`src/rtl/uart_byte_tx.sv`:
```
// uart_byte_tx -- byte-wide UART transmitter with a small input FIFO.
//
// Bytes are accepted on a ready/valid port, queued in a FIFO_DEPTH-entry
// FIFO and sent LSB-first as 8N1 frames. Each bit lasts
// CLKS_PER_BIT = CLK_FREQ_HZ / BAUD cycles. When the FIFO still holds data
// at the end of a stop bit, the next start bit follows immediately.
//
// Optional feature: define UART_BYTE_TX_PARITY_EN to insert an even parity
// bit between data bit 7 and the stop bit, which gives 11-bit frames.
//
// Parameters:
//   CLK_FREQ_HZ  system clock frequency in Hz
//   BAUD         line rate; CLK_FREQ_HZ / BAUD must be >= 2
//   FIFO_DEPTH   FIFO entries; power of two, >= 2
//
// Ports:
//   clk         system clock, rising edge
//   reset       synchronous, active-high; flushes the FIFO, aborts any frame
//   tx_data     byte to queue
//   tx_valid    tx_data valid; push happens when tx_valid && tx_ready
//   tx_ready    FIFO not full (combinational from the FIFO count only)
//   txd         serial line, idle high, registered
//   busy        frame on the line, registered
//   fifo_count  occupied FIFO entries
module uart_byte_tx #(
  parameter int CLK_FREQ_HZ = 50_000_000,
  parameter int BAUD        = 115200,
  parameter int FIFO_DEPTH  = 8
) (
  input  logic                          clk,
  input  logic                          reset,
  input  logic [7:0]                    tx_data,
  input  logic                          tx_valid,
  output logic                          tx_ready,
  output logic                          txd,
  output logic                          busy,
  output logic [$clog2(FIFO_DEPTH):0]   fifo_count
);

  localparam int CPB = CLK_FREQ_HZ / BAUD;
  localparam int BCW = $clog2(CPB);
  localparam int PW  = $clog2(FIFO_DEPTH);
  localparam int CW  = PW + 1;

`ifdef UART_BYTE_TX_PARITY_EN
  typedef enum logic [2:0] {IDLE, START, DATA, PARITY, STOP} state_t;
`else
  typedef enum logic [2:0] {IDLE, START, DATA, STOP} state_t;
`endif

  state_t           state_q, state_d;
  logic [BCW-1:0]   baud_q, baud_d;
  logic [2:0]       bit_q, bit_d;
  logic [7:0]       shift_q, shift_d;
  logic             txd_q, txd_d;
  logic             busy_q, busy_d;
  logic [PW-1:0]    wptr_q, wptr_d;
  logic [PW-1:0]    rptr_q, rptr_d;
  logic [CW-1:0]    count_q, count_d;
  logic [7:0]       mem [FIFO_DEPTH];
`ifdef UART_BYTE_TX_PARITY_EN
  logic             par_q, par_d;
`endif

  logic             push;
  logic             pop;
  logic             baud_end;
  logic             not_empty;
  logic [7:0]       head;

  assign tx_ready   = (count_q != CW'(FIFO_DEPTH));
  assign push       = tx_valid && tx_ready;
  assign not_empty  = (count_q != '0);
  assign baud_end   = (baud_q == BCW'(CPB - 1));
  assign head       = mem[rptr_q];

  assign txd        = txd_q;
  assign busy       = busy_q;
  assign fifo_count = count_q;

  // FIFO bookkeeping
  always_comb begin
    wptr_d  = push ? wptr_q + PW'(1) : wptr_q;
    rptr_d  = pop  ? rptr_q + PW'(1) : rptr_q;
    count_d = count_q;
    case ({push, pop})
      2'b10:   count_d = count_q + CW'(1);
      2'b01:   count_d = count_q - CW'(1);
      default: count_d = count_q;
    endcase
  end

  // Frame sequencer: next state, pop request and registered-output values
  always_comb begin
    state_d = state_q;
    baud_d  = baud_q;
    bit_d   = bit_q;
    shift_d = shift_q;
    pop     = 1'b0;
`ifdef UART_BYTE_TX_PARITY_EN
    par_d   = par_q;
`endif

    case (state_q)
      IDLE: begin
        if (not_empty) begin
          pop     = 1'b1;
          shift_d = head;
`ifdef UART_BYTE_TX_PARITY_EN
          par_d   = ^head;
`endif
          bit_d   = 3'd0;
          baud_d  = '0;
          state_d = START;
        end
      end
      START: begin
        if (baud_end) begin
          baud_d  = '0;
          state_d = DATA;
        end else begin
          baud_d  = baud_q + BCW'(1);
        end
      end
      DATA: begin
        if (baud_end) begin
          baud_d = '0;
          if (bit_q == 3'd7) begin
`ifdef UART_BYTE_TX_PARITY_EN
            state_d = PARITY;
`else
            state_d = STOP;
`endif
          end else begin
            shift_d = shift_q >> 1;
            bit_d   = bit_q + 3'd1;
          end
        end else begin
          baud_d = baud_q + BCW'(1);
        end
      end
`ifdef UART_BYTE_TX_PARITY_EN
      PARITY: begin
        if (baud_end) begin
          baud_d  = '0;
          state_d = STOP;
        end else begin
          baud_d  = baud_q + BCW'(1);
        end
      end
`endif
      STOP: begin
        if (baud_end) begin
          baud_d = '0;
          // Chain straight into the next start bit when data is waiting.
          if (not_empty) begin
            pop     = 1'b1;
            shift_d = head;
`ifdef UART_BYTE_TX_PARITY_EN
            par_d   = ^head;
`endif
            bit_d   = 3'd0;
            state_d = START;
          end else begin
            state_d = IDLE;
          end
        end else begin
          baud_d = baud_q + BCW'(1);
        end
      end
      default: state_d = IDLE;
    endcase

    // txd is registered from the next state so the line changes on the
    // same edge as the state register.
    case (state_d)
      START:   txd_d = 1'b0;
      DATA:    txd_d = shift_d[0];
`ifdef UART_BYTE_TX_PARITY_EN
      PARITY:  txd_d = par_d;
`endif
      default: txd_d = 1'b1;
    endcase

    // Rises with the start bit, falls the cycle after the last stop cycle.
    busy_d = (state_d != IDLE) || (count_q != '0);
  end

  // Control registers
  always_ff @(posedge clk) begin
    if (reset) begin
      state_q <= IDLE;
      baud_q  <= '0;
      bit_q   <= 3'd0;
      txd_q   <= 1'b1;
      busy_q  <= 1'b0;
      wptr_q  <= '0;
      rptr_q  <= '0;
      count_q <= '0;
    end else begin
      state_q <= state_d;
      baud_q  <= baud_d;
      bit_q   <= bit_d;
      txd_q   <= txd_d;
      busy_q  <= busy_d;
      wptr_q  <= wptr_d;
      rptr_q  <= rptr_d;
      count_q <= count_d;
    end
  end

  // Data registers: FIFO storage and shift register need no reset
  always_ff @(posedge clk) begin
    shift_q <= shift_d;
`ifdef UART_BYTE_TX_PARITY_EN
    par_q   <= par_d;
`endif
    if (push) begin
      mem[wptr_q] <= tx_data;
    end
  end

endmodule
```
`config.mk`:
```
export PLATFORM = sky130hd
export DESIGN_NAME = uart_byte_tx
export DESIGN_NICKNAME = d
export VERILOG_FILES = /design/src/rtl/uart_byte_tx.sv
export SDC_FILE = /design/constraint.sdc
export NUM_CORES = 1
export LEC_CHECK = 0
export BUFFER_PORTS_ARGS = -buffer_cell sky130_fd_sc_hd__buf_2
export CAP_MARGIN = 40
export CORE_MARGIN = 2
export CORE_UTILIZATION = 50
export CTS_CLUSTER_DIAMETER = 60
export DETAILED_ROUTE_END_ITERATION = 8
export PLACE_DENSITY = 0.66
export REMOVE_ABC_BUFFERS = 1
export SLEW_MARGIN = 20
export SYNTH_ARGS = -nofsm -noshare
export SYNTH_HDL_FRONTEND = slang
export SYNTH_SLANG_ARGS = --single-unit
```
`constraint.sdc`:
```
create_clock -name clk -period 5.6 [get_ports clk]
set_input_delay 1.12 -clock clk [delete_from_list [all_inputs] [get_ports clk]]
set_output_delay 1.12 -clock clk [all_outputs]
set_load 0.005 [all_outputs]
```
# Word-level counts from Yosys, hierarchy flattened

Memories as Yosys holds them, arrays and structs flattened. A register that Yosys moved wholly into a read port is not among the register bits.
Cells that the tools add are included.

Add/sub/neg operators: 6
Equality and inequality tests: 14
Multiplexer cells: 29
Reduce and logical (&&, ||, !) cells: 11

Operator list:

| cell                                                                   | number |
|---|---|
| 3-bit two-way mux                                                      | 11 |
| 8-bit two-way mux                                                      | 4 |
| 8-bit case mux with 3 select lines                                     | 1 |
| 9-bit two-way mux                                                      | 2 |
| 9-bit case mux with 2 select lines                                     | 1 |
| 3-bit case mux with 4 select lines                                     | 1 |
| 3-bit by 1-bit adder with 3-bit output (second input constant)         | 3 |
| 9-bit by 1-bit adder with 9-bit output (second input constant)         | 1 |
| 3-bit by 2-bit equality test with 1-bit output (second input constant) | 3 |
| 9-bit equality test (second input constant)                            | 1 |
| 3-bit case mux with 3 select lines                                     | 1 |
| 2-bit != test (second input constant)                                  | 4 |
| 4-bit case mux with 2 select lines                                     | 1 |
| 3-bit by 1-bit equality test with 1-bit output (second input constant) | 2 |
| 3-bit nonzero test                                                     | 2 |
| 1-bit two-way mux                                                      | 5 |
| 4-bit by 1-bit adder with 4-bit output (second input constant)         | 1 |
| 4-bit != test (second input constant)                                  | 1 |
| 1-bit case mux with 2 select lines                                     | 2 |
| 4-bit AND reduction                                                    | 1 |
| 2-bit nonzero test                                                     | 2 |
| 4-bit nonzero test                                                     | 1 |
| 4-bit by 1-bit subtractor with 4-bit output (second input constant)    | 1 |
| 3-bit equality test (second input constant)                            | 1 |
| 7 further kinds                                                        | 7 |

Register bits after elaboration: 35
Bits in writable memories: 64
Input bits: 11
Output and inout port bits: 7
Memories kept: 1

Memory list:

| name | depth | width | read ports | clocked after Yosys merged registers in | wr ports | RTL line | text |
|---|---|---|---|---|---|---|---|
| mem  | 8     | 8     | 1          | 1                                       | 1        | 60       | `logic [7:0] mem [FIFO_DEPTH];` |

# Longest topological paths before layout

Gate-level depths: netlist (run 1).

Depth after elaboration: 6
Depth in mapped cells: 13

# Worst setup path after synthesis (run 1)

Ideal clock, no wire load.

Path kind: register -> register
Start: reg baud_q[2]
End: reg count_q[2] (netlist: fifo_count[2])
Setup time: 0.070 ns
Arrival: 2.835 ns
Data required time: 5.530 ns
Path slack: 2.694 ns
Stages on the path, launching flop included: 12
Path buffers: 1
Period minus slack after synthesis: 2.906 ns
Cells stage by stage: dfxtp_1 > or4b_4 > o41ai_4 > and2_1 > buf_2 > ha_1 > xor2_1 > ha_1 > a21oi_1 > xor2_1 > or3_1 > a21oi_1

Word-level cells in the longest chain between the ends: 5
Elaborated cells between the ends (all ways): 7
Those cells by class: eq/ne (3); mux (3); reduce/logical (1)

RTL lines:

| what                                                                                         | RTL line | text |
|---|---|---|
| start: declaration                                                                           | 52       | `logic [BCW-1:0] baud_q, baud_d;` |
| start signal: assignment                                                                     | 202      | `baud_q <= baud_d;` |
| 9-bit equality test *                                                                        | 74       | `assign baud_end = (baud_q == BCW'(CPB - 1));` |
| 1-bit two-way mux *                                                                          | 153      | `if (baud_end) begin` |
| 1-bit case mux with 2 select lines *                                                         | 104      | `case (state_q)` |
| via pop                                                                                      | 66       | `logic pop;` |
| 2-bit by 1-bit equality test with 1-bit output / 2-bit equality test (equally long branches) | 86       | `case ({push, pop})` |
| 4-bit case mux with 2 select lines / 2-bit nonzero test (equally long branches)              | -        |  |
| end signal: assignment                                                                       | 208      | `count_q <= count_d;` |
| end: declaration                                                                             | 59       | `logic [CW-1:0] count_q, count_d;` |

The timed path passes the listed nets; every way through them passes the cells marked *.
A chain may end at the register's enable or synchronous reset.

# Worst setup path in the final report (run 1)

Start: reg baud_q[2]
End: reg count_q[2] (netlist: fifo_count[2])

Word-level cells in the longest chain between the ends: 5
Elaborated cells between the ends (all ways): 7
Those cells by class: eq/ne (3); mux (3); reduce/logical (1)

RTL lines:

| what                                                                                         | RTL line |
|---|---|
| 9-bit equality test *                                                                        | 74 |
| 1-bit two-way mux *                                                                          | 153 |
| 1-bit case mux with 2 select lines *                                                         | 104 |
| 2-bit by 1-bit equality test with 1-bit output / 2-bit equality test (equally long branches) | 86 |
| 4-bit case mux with 2 select lines / 2-bit nonzero test (equally long branches)              | - |

Every way passes the cells marked *; elsewhere a longest branch is shown, timed or not.

==> results_dict.tcl, run 1 <==
set metrics [dict create \
    routedWlPerCell_um 16.9 \
    min_from "bit_q[1]" \
    reg2regPathDepth 10 \
    max_stage_delay_ps 600 \
    start_kind "flip-flop" \
    instances_no_fill 441 \
    area_growth_pct 10.5 \
    cts_tree "yes" \
    endpoint_kind "flip-flop" \
    dp_cells 422 \
    place.gp.congestion 0.748 \
    antenna_found_initial 0 \
    clockPowerShare 0.257 \
    track_usage 0.164 \
    clk_pin_slew_ps 100 \
    reg2reg_from "baud_q[2]" \
    cp_max_fo 10 \
    die-height_um 97.3 \
    seq_area_frac_synth 0.633 \
    r2r_end "fifo_count[2]" \
    yosysUniqueCellTypes 45 \
    drive_gt1_frac 0.183 \
    synth_seq_cells 102 \
    fmax_ghz 0.312 \
    hp-class "reg -> reg" \
    postRouteAntennaNets 0 \
    dp_hpwl_um 4940 \
    n_antenna_cell 0 \
    p_sw_mw 0.597 \
    dieArea_um2 9470 \
    regToRegSetupSlack_ps 2400 \
    post-route-period-util 0.572 \
    powerDensity_nw_per_um2 404 \
    rsz0062_at_grt "no" \
    drc 0 \
    dr.pass1.iters 4 \
    status "finished, final reports clean" \
    cts_sinks 102 \
    cp.required_ps 5890 \
    max-cap-violations 0 \
    nets 348 \
    clk_latency_ps 370 \
    die_x_um 97.3 \
    internal_power_mw 1.35 \
    grt_pass1_wl_um 12000 \
    hold_depth 2 \
    synth_ff_type "edfxtp_1" \
    cts-root-buf "clkbuf_8" \
    swShare 0.307 \
    cp_data_arrival_time_ps 3490 \
    yosysWarnings 0 \
    finalSetupViolCount 0 \
    tightest_slew_ps 787 \
    vias_per_cell 5.58 \
    cts-htree-levels 3 \
    crit_type "reg -> reg" \
    clk_path_buf_depth 2 \
    hold_end "bit_q[1]" \
    io_pins 18 \
    postCtsSetupRepairBufs 0 \
    grt_overflow_total 0 \
    layout_common_cells "edfxtp_1, dfxtp_1, nor2_1, buf_2, a21oi_1" \
    comb_power_share 0.240 \
    row_count 34 \
    post_cts_resized 0 \
    slowest_stage "or4b_4" \
    async_flop_share 0 \
    routed_wl_um 7440 \
    grt_pass1_vias 2337 \
    critPathLaunch "baud_q[2]" \
    period_minus_slack_ps 3200 \
    final-hold-violation-count 0 \
    slew_headroom 0.474 \
    syn_area_um2 4350 \
    setup-tns-final_ps 0 \
    irDropWorstVdd_v 0.000227 \
    syn-instance-count 306 \
    numCtsBuffers 9 \
    num_vias 2461 \
    fin_skew_ps 15.3 \
    slew_violations 0 \
    fp.coreArea_um2 8590 \
    p_leak_nw 1.71 \
    drt_iter0_markers 102 \
    start_util 0.506 \
    avgSynthCellArea_um2 14.2 \
    seqPwrFrac 0.503 \
    ctsHoldBuffers 0 \
    io_buffers 17 \
    final_common_cell "edfxtp_1" \
    synth_edf_count 71 \
    grt_max_degree 21 \
    path_cells "or4b_4 -> o41ai_4 -> and2_1 -> ha_1 -> xor2_1 -> ha_1 -> a21oi_1 -> xor2_1 -> or3_1 -> a21oi_1" \
]
==> synth_stat cells, drive strengths merged, types with 4 or more instances <==
cell     n  area share
mux4    16       0.088
mux2i    9       0.021
nor3     9       0.010
o21ai   14       0.016
a21o     6       0.010
nand2   14       0.012
nor2    28       0.024
edfxtp  71        0.49
dfxtp   31        0.14
nand2b   7       0.010
nand4    6      0.0086
buf      6      0.0098
xor2    14       0.028
and3     4      0.0057
ha       9       0.026
clkbuf   9      0.0078
a21oi   15       0.017
nand3    5      0.0057
==> stage by stage <==
stage | setup WS (ps) | cell area [um2] | utilization | power, mW | hold WS [ps]
3_5_place_dp | 2420 | 4560 | 0.531 | 1.46 | 466
4_1_cts | 2390 | 4780 | 0.557 | 1.96 | 486
6_report | 2400 | 4810 | 0.560 | 1.94 | 489
2_1_floorplan | 2710 | 4280 | - | 1.33 | 438
3_3_place_gp | 2540 | 4530 | 0.527 | 1.44 | 462
5_1_grt | 2180 | 4810 | 0.560 | 2.06 | 521
==> worst max-delay path, delay by kind of cell, from the launching register on <==
family	cells	cell delay [ps]
simple gates	3	1210
compound gates	3	750
fa+ha+maj	2	450
flops	1	380
xor+xnor	2	360
==> registers in the layout, indices dropped and copies added, names as in the netlist, named ones only <==
register / flops
mem: 64
busy: 1
rptr_q: 3
baud_q: 9
wptr_q: 3
state_q: 3
bit_q: 3
txd: 1
shift_q: 8
fifo_count: 4
==> kinds of logic (layout without fill, tap and decap cells) <==
family,count (synthesis),in the layout,share of synthesized area
flip-flops,102,102,0.633
other,1,1,0.000862
multiplexers,26,26,0.111
XOR/XNOR,17,17,0.0342
buffers and inverters,17,44,0.0193
adder cells (fa/ha/maj),9,9,0.0259
AND/OR/NAND/NOR,88,88,0.104
AO/OA/AOI/OAI,46,46,0.0719
==> power by group through the flow <==
stage	combinational (mW)	sequential [mW]	clock (mW)
2_1_floorplan	0.343	0.982	0
3_3_place_gp	0.442	1.00	0
3_5_place_dp	0.466	0.995	0
4_1_cts	0.469	0.978	0.513
5_1_grt	0.523	0.990	0.543
6_report	0.466	0.977	0.498
==> how the worst max path moves through the flow <==
stage	end	slack, ps
finish	fifo_count[2]	2400
global route	fifo_count[2]	2180
CTS	fifo_count[2]	2390
detailed placement	fifo_count[2]	2420
global placement	fifo_count[2]	2540
floorplan	fifo_count[2]	2710
==> area by class of cell <==
| cell class | instances | area [um2] |
|---|---|---|
| repair buffers | 26 | 160 |
| clock inverters | 7 | 97.6 |
| inverters | 2 | 7.51 |
| flip-flops and latches | 102 | 2750 |
| well taps | 108 | 135 |
| clock buffers | 9 | 124 |
| fillers | 700 | 3780 |
| multi-input cells | 187 | 1530 |
==> per-layer routing <==
metal  vias up  share of wire  track usage
li1       1207              -            -
met1      1204           0.46        0.213
met2        46           0.50        0.269
met3         4          0.033       0.0468
met4         0         0.0081       0.0556
met5         -              0            0
No activity file was read; power rests on OpenSTA's default activity.
==> inputs of run 2 (changes only) <==
==> constraint.sdc (replaced) <==
create_clock -name clk -period 3.3 [get_ports clk]
set_input_delay 0.66 -clock clk [delete_from_list [all_inputs] [get_ports clk]]
set_output_delay 0.66 -clock clk [all_outputs]
set_load 0.005 [all_outputs]
==> results_dict.tcl, run 2 (synthesis gave the netlist of run 1 again) <==
set metrics [dict create \
    grt_pass1_vias 2336 \
    area_growth_pct 10.5 \
    wl_met1_um 3420 \
    worst-path-buf-inv 0 \
    drc 0 \
    slew_headroom 0.403 \
    cts_sinks 102 \
    wl_met2_um 3720 \
    top_register "mem" \
    fp.coreArea_um2 8590 \
    cts-root-buf "clkbuf_8" \
    drt_iter0_markers 106 \
    path_cells "or4b_4 -> o41ai_4 -> and2_1 -> ha_1 -> xor2_1 -> ha_1 -> a21oi_1 -> xor2_1 -> or3_1 -> a21oi_1" \
    numCtsBuffers 9 \
    grt_overflow_total 0 \
    rsz0062_at_grt "no" \
    cts_tree "yes" \
    routedWlPerCell_um 16.8 \
    start_kind "flip-flop" \
    postRouteAntennaNets 0 \
    post_dp_cell_area_um2 4590 \
    met3_length_um 237 \
    dr.pass1.iters 4 \
    largest_reg_flops 64 \
    post-route-period-util 0.882 \
    layout_common_cells "edfxtp_1, dfxtp_1, nor2_1, buf_2, a21oi_1" \
    endpoint_kind "flip-flop" \
    tightest_slew_ps 873 \
    top_layer "met4" \
    place_ws_ps 419 \
    fmax_ghz 0.344 \
    max_stage_delay_ps 590 \
    setup_ws_ps 390 \
    reg_top3 "mem (64), baud_q (9), shift_q (8)" \
    cp_max_fo 6 \
    crit_type "reg -> reg" \
    design_area_um2 4810 \
    slew_violations 0 \
    dp_hpwl_um 4880 \
    finalSetupViolCount 0 \
    regToRegSetupSlack_ps 390 \
    critPathTopFamily "simple AND/OR/NAND/NOR gates" \
    status "finished, final reports clean" \
    io_pins 18 \
    die-height_um 97.3 \
    hp-class "reg -> reg" \
    final_common_cell "edfxtp_1" \
    io_buffers 17 \
    place.gp.congestion 0.737 \
    row_count 34 \
    fin_skew_ps 7.20 \
    track_usage 0.167 \
    clk_path_buf_depth 2 \
    clk_pin_slew_ps 100 \
    power_mw 3.28 \
    start_util 0.506 \
    drive_gt1_frac 0.181 \
    max-cap-violations 0 \
    antenna_found_initial 0 \
    grt_max_degree 20 \
    cp_data_arrival_time_ps 3200 \
    nets 352 \
    powerDensity_nw_per_um2 683 \
    irDropWorstVdd_v 0.000333 \
    vias_per_cell 5.53 \
    routed_wl_um 7460 \
    die_x_um 97.3 \
    setup-tns-final_ps 0 \
    grt_pass1_wl_um 12200 \
    cp.required_ps 3590 \
    num_vias 2462 \
    final-hold-violation-count 0 \
    clk_latency_ps 360 \
    ctsHoldBuffers 0 \
    n_antenna_cell 0 \
    p_leak_nw 1.71 \
    postCtsSetupRepairBufs 0 \
    dieArea_um2 9470 \
    slowest_stage "or4b_4" \
    post_cts_resized 0 \
    period_minus_slack_ps 2910 \
    layout.filler_cells 712 \
    cts-htree-levels 3 \
]
==> run 2: per-layer routing <==
| layer | global-route usage | vias to the layer above |
|---|---|---|
| li1 | - | 1218 |
| met1 | 0.221 | 1194 |
| met2 | 0.274 | 42 |
| met3 | 0.0410 | 8 |
| met4 | 0.0545 | 0 |
| met5 | 0 | - |
==> run 2: worst paths after layout <==
path | startpoint | to | cells after the start
setup / recovery | baud_q[2] | fifo_count[2] | 10
hold / removal | bit_q[0] | bit_q[0] | 1
setup reg to reg | baud_q[2] | fifo_count[2] | 10
hold reg to reg | bit_q[0] | bit_q[0] | 1
==> run 2: stage by stage <==
stage                     hold WS, ps  cells  utilization
after floorplan                   438    291            -
after global placement            461    428        0.534
after detailed placement          468    429        0.535
after CTS                         486    445        0.559
after global routing              501    445        0.559
final                             483    445        0.559
==> run 2: report_power, final <==
part	switching (mW)	internal (mW)
clock network	0.452	0.371
logic	0.412	0.396
registers	0.132	1.52
==> run 2: cell type report <==
cell class,instances,area (um2),share of cell area
Sequential cell,102,2750,0.573
Multi-Input combinational cell,187,1520,0.315
Timing Repair Buffer,30,183,0.0380
Tap cell,108,135,0.0281
Clock buffer,9,124,0.0258
Clock inverter,7,90.1,0.0187
Inverter,2,7.51,0.00156
==> inputs of run 3 (changes only) <==
--- a/config.mk
+++ b/config.mk
@@ -5,11 +5,13 @@
 export SDC_FILE = /design/constraint.sdc
 export NUM_CORES = 1
 export LEC_CHECK = 0
+export ABC_AREA = 1
 export BUFFER_PORTS_ARGS = -buffer_cell sky130_fd_sc_hd__buf_2
 export CAP_MARGIN = 40
 export CORE_MARGIN = 2
 export CORE_UTILIZATION = 50
 export CTS_CLUSTER_DIAMETER = 60
+export CTS_CLUSTER_SIZE = 12
 export DETAILED_ROUTE_END_ITERATION = 8
 export PLACE_DENSITY = 0.66
 export REMOVE_ABC_BUFFERS = 1
==> results_dict.tcl, run 3 <==
set metrics [dict create \
    synth-compound-area-share 0.0669 \
    num_vias 3281 \
    muxShareOfSynthArea 0 \
    syn-instance-count 489 \
    synth_seq_cells 102 \
    start_kind "flip-flop" \
    syn_area_um2 4560 \
    rsz0062_at_grt "no" \
    cp_max_fo 6 \
    finalSetupViolCount 0 \
    hp-class "reg -> reg" \
    fmax_ghz 0.385 \
    synth-xor-area-share 0.00959 \
    clk_latency_ps 370 \
    dieArea_um2 9910 \
    start_util 0.518 \
    cts_sinks 102 \
    async_flop_share 0 \
    r2r_end "fifo_count[2]" \
    io_buffers 17 \
    slew_violations 0 \
    cts-htree-levels 3 \
    cp_data_arrival_time_ps 2860 \
    reg2reg_from "baud_q[0]" \
    hold_slack_ps 481 \
    layout_common_cells "nand2_1, edfxtp_1, nand3_1, inv_1, nor2_1" \
    cts_tree "yes" \
    top_register "mem" \
    powerDensity_nw_per_um2 518 \
    period_minus_slack_ps 2600 \
    hold_end "bit_q[1]" \
    synth_most_common_cell "nand2_1" \
    dr.pass1.iters 5 \
    yosys.area_share.adder 0.0247 \
    grt_pass1_wl_um 14800 \
    irDropWorstVdd_v 0.000272 \
    post-route-period-util 0.787 \
    hold_depth 2 \
    vias_per_cell 5.22 \
    wl_met1_um 4280 \
    seq_area_frac_synth 0.603 \
    clk_path_buf_depth 2 \
    postCtsSetupRepairBufs 0 \
    yosysWarnings 0 \
    avgSynthCellArea_um2 9.33 \
    largest_reg_flops 64 \
    ctsHoldBuffers 0 \
    final_common_cell "nand2_1" \
    drive_gt1_frac 0.121 \
    nets 536 \
    top_layer "met4" \
    place_ws_ps 725 \
    yosysTopAreaCellShare 0.467 \
    synth_edf_count 71 \
    layout.filler_cells 789 \
    postRouteAntennaNets 0 \
    drc 0 \
    yosysUniqueCellTypes 35 \
    dp_hpwl_um 6130 \
    synth_ff_type "edfxtp_1" \
    crit_type "reg -> reg" \
    wl_met2_um 4250 \
    routed_wl_um 8880 \
    die_x_um 99.5 \
    setup-tns-final_ps 0 \
    endpoint_kind "flip-flop" \
    post_cts_resized 0 \
    reg_top3 "mem (64), baud_q (9), shift_q (8)" \
    fp.coreArea_um2 8810 \
    netlist_top_cells_count "nand2_1, edfxtp_1, nand3_1" \
    numCtsBuffers 9 \
    min_from "bit_q[1]" \
    yosysTopAreaCell "edfxtp_1" \
    postLayoutCoreUtil 0.568 \
    setup_ws_ps 702 \
    tightest_slew_ps 805 \
    synth_area_leaders "edfxtp_1, dfxtp_1, nand2_1" \
    synthSimpleGateAreaFrac 0.235 \
    fin_skew_ps 11.1 \
    grt_pass1_vias 3139 \
    place.gp.congestion 0.822 \
    regToRegSetupSlack_ps 700 \
    track_usage 0.193 \
    clk_pin_slew_ps 100 \
    status "finished, final reports clean" \
    met3_length_um 211 \
    io_pins 18 \
    area_growth_pct 9.51 \
    synth_top_family_by_area "simple AND/OR/NAND/NOR gates" \
    n_antenna_cell 0 \
    grt_max_degree 35 \
    reg2regPathDepth 14 \
    drt_iter0_markers 249 \
    grt_overflow_total 0 \
    die-height_um 99.5 \
    slew_headroom 0.463 \
    cp.required_ps 3570 \
    row_count 34 \
    max-cap-violations 0 \
    final-hold-violation-count 0 \
    p_leak_nw 2.02 \
    antenna_found_initial 0 \
    routedWlPerCell_um 14.1 \
    cts-root-buf "clkbuf_8" \
]
## run 3: cell type report
| class | instances | area, um2 | share of cell area |
|---|---|---|---|
| Clock buffer | 10 | 128 | 0.0255 |
| Clock inverter | 6 | 53.8 | 0.0108 |
| Inverter | 55 | 209 | 0.0418 |
| Multi-Input combinational cell | 318 | 1540 | 0.308 |
| Sequential cell | 102 | 2750 | 0.551 |
| Tap cell | 108 | 135 | 0.0270 |
| Timing Repair Buffer | 30 | 183 | 0.0365 |
## run 3: routing by layer
metal  track usage  vias to the layer above
li1              -                     1687
met1         0.261                     1542
met2         0.314                       43
met3        0.0295                        9
met4        0.0769                        0
met5             0                        -
## run 3: cell families after synthesis
kind of cell | count (synthesis)
and+or+nand+nor | 246
DFF | 102
buffers and inverters | 69
AOI/OAI and AO/OA | 57
adders and majority gates | 9
xor gates and xnor gates | 5
other | 1
## run 3: metrics by stage
stage | cell area (um2) | power (mW) | instances
2_1_floorplan | 4500 | 1.76 | 475
3_3_place_gp | 4810 | 1.87 | 612
3_5_place_dp | 4820 | 1.88 | 613
4_1_cts | 5000 | 2.61 | 629
5_1_grt | 5000 | 2.72 | 629
6_report | 5000 | 2.59 | 629
## run 3: critical path, stage by stage (launching register included)
cell,delay (ps)
dfxtp_1,410
ha_1,220
nand2_1,60
nor2_1,150
nand2_1,90
nand2_1,80
nand3_1,170
inv_1,210
ha_1,250
xor2_1,250
ha_1,190
a21oi_1,50
xnor2_1,130
o21ai_0,170
inv_1,50
## run 3: worst max path at each step
stage              start            end  slack [ps]  cells after the start
6_report       baud_q[0]  fifo_count[2]         700                     14
5_1_grt        baud_q[0]  fifo_count[2]         330                     14
4_1_cts        baud_q[0]  fifo_count[2]         700                     14
3_5_place_dp   baud_q[0]  fifo_count[2]         730                     14
3_3_place_gp   baud_q[0]  fifo_count[2]         850                     14
2_1_floorplan  baud_q[0]  fifo_count[2]        1080                     14
## run 3: where the power goes
part / internal [mW] / switching, mW / total (mW)
logic: 0.125 / 0.260 / 0.385
registers: 1.43 / 0.0379 / 1.47
clock network: 0.291 / 0.446 / 0.737
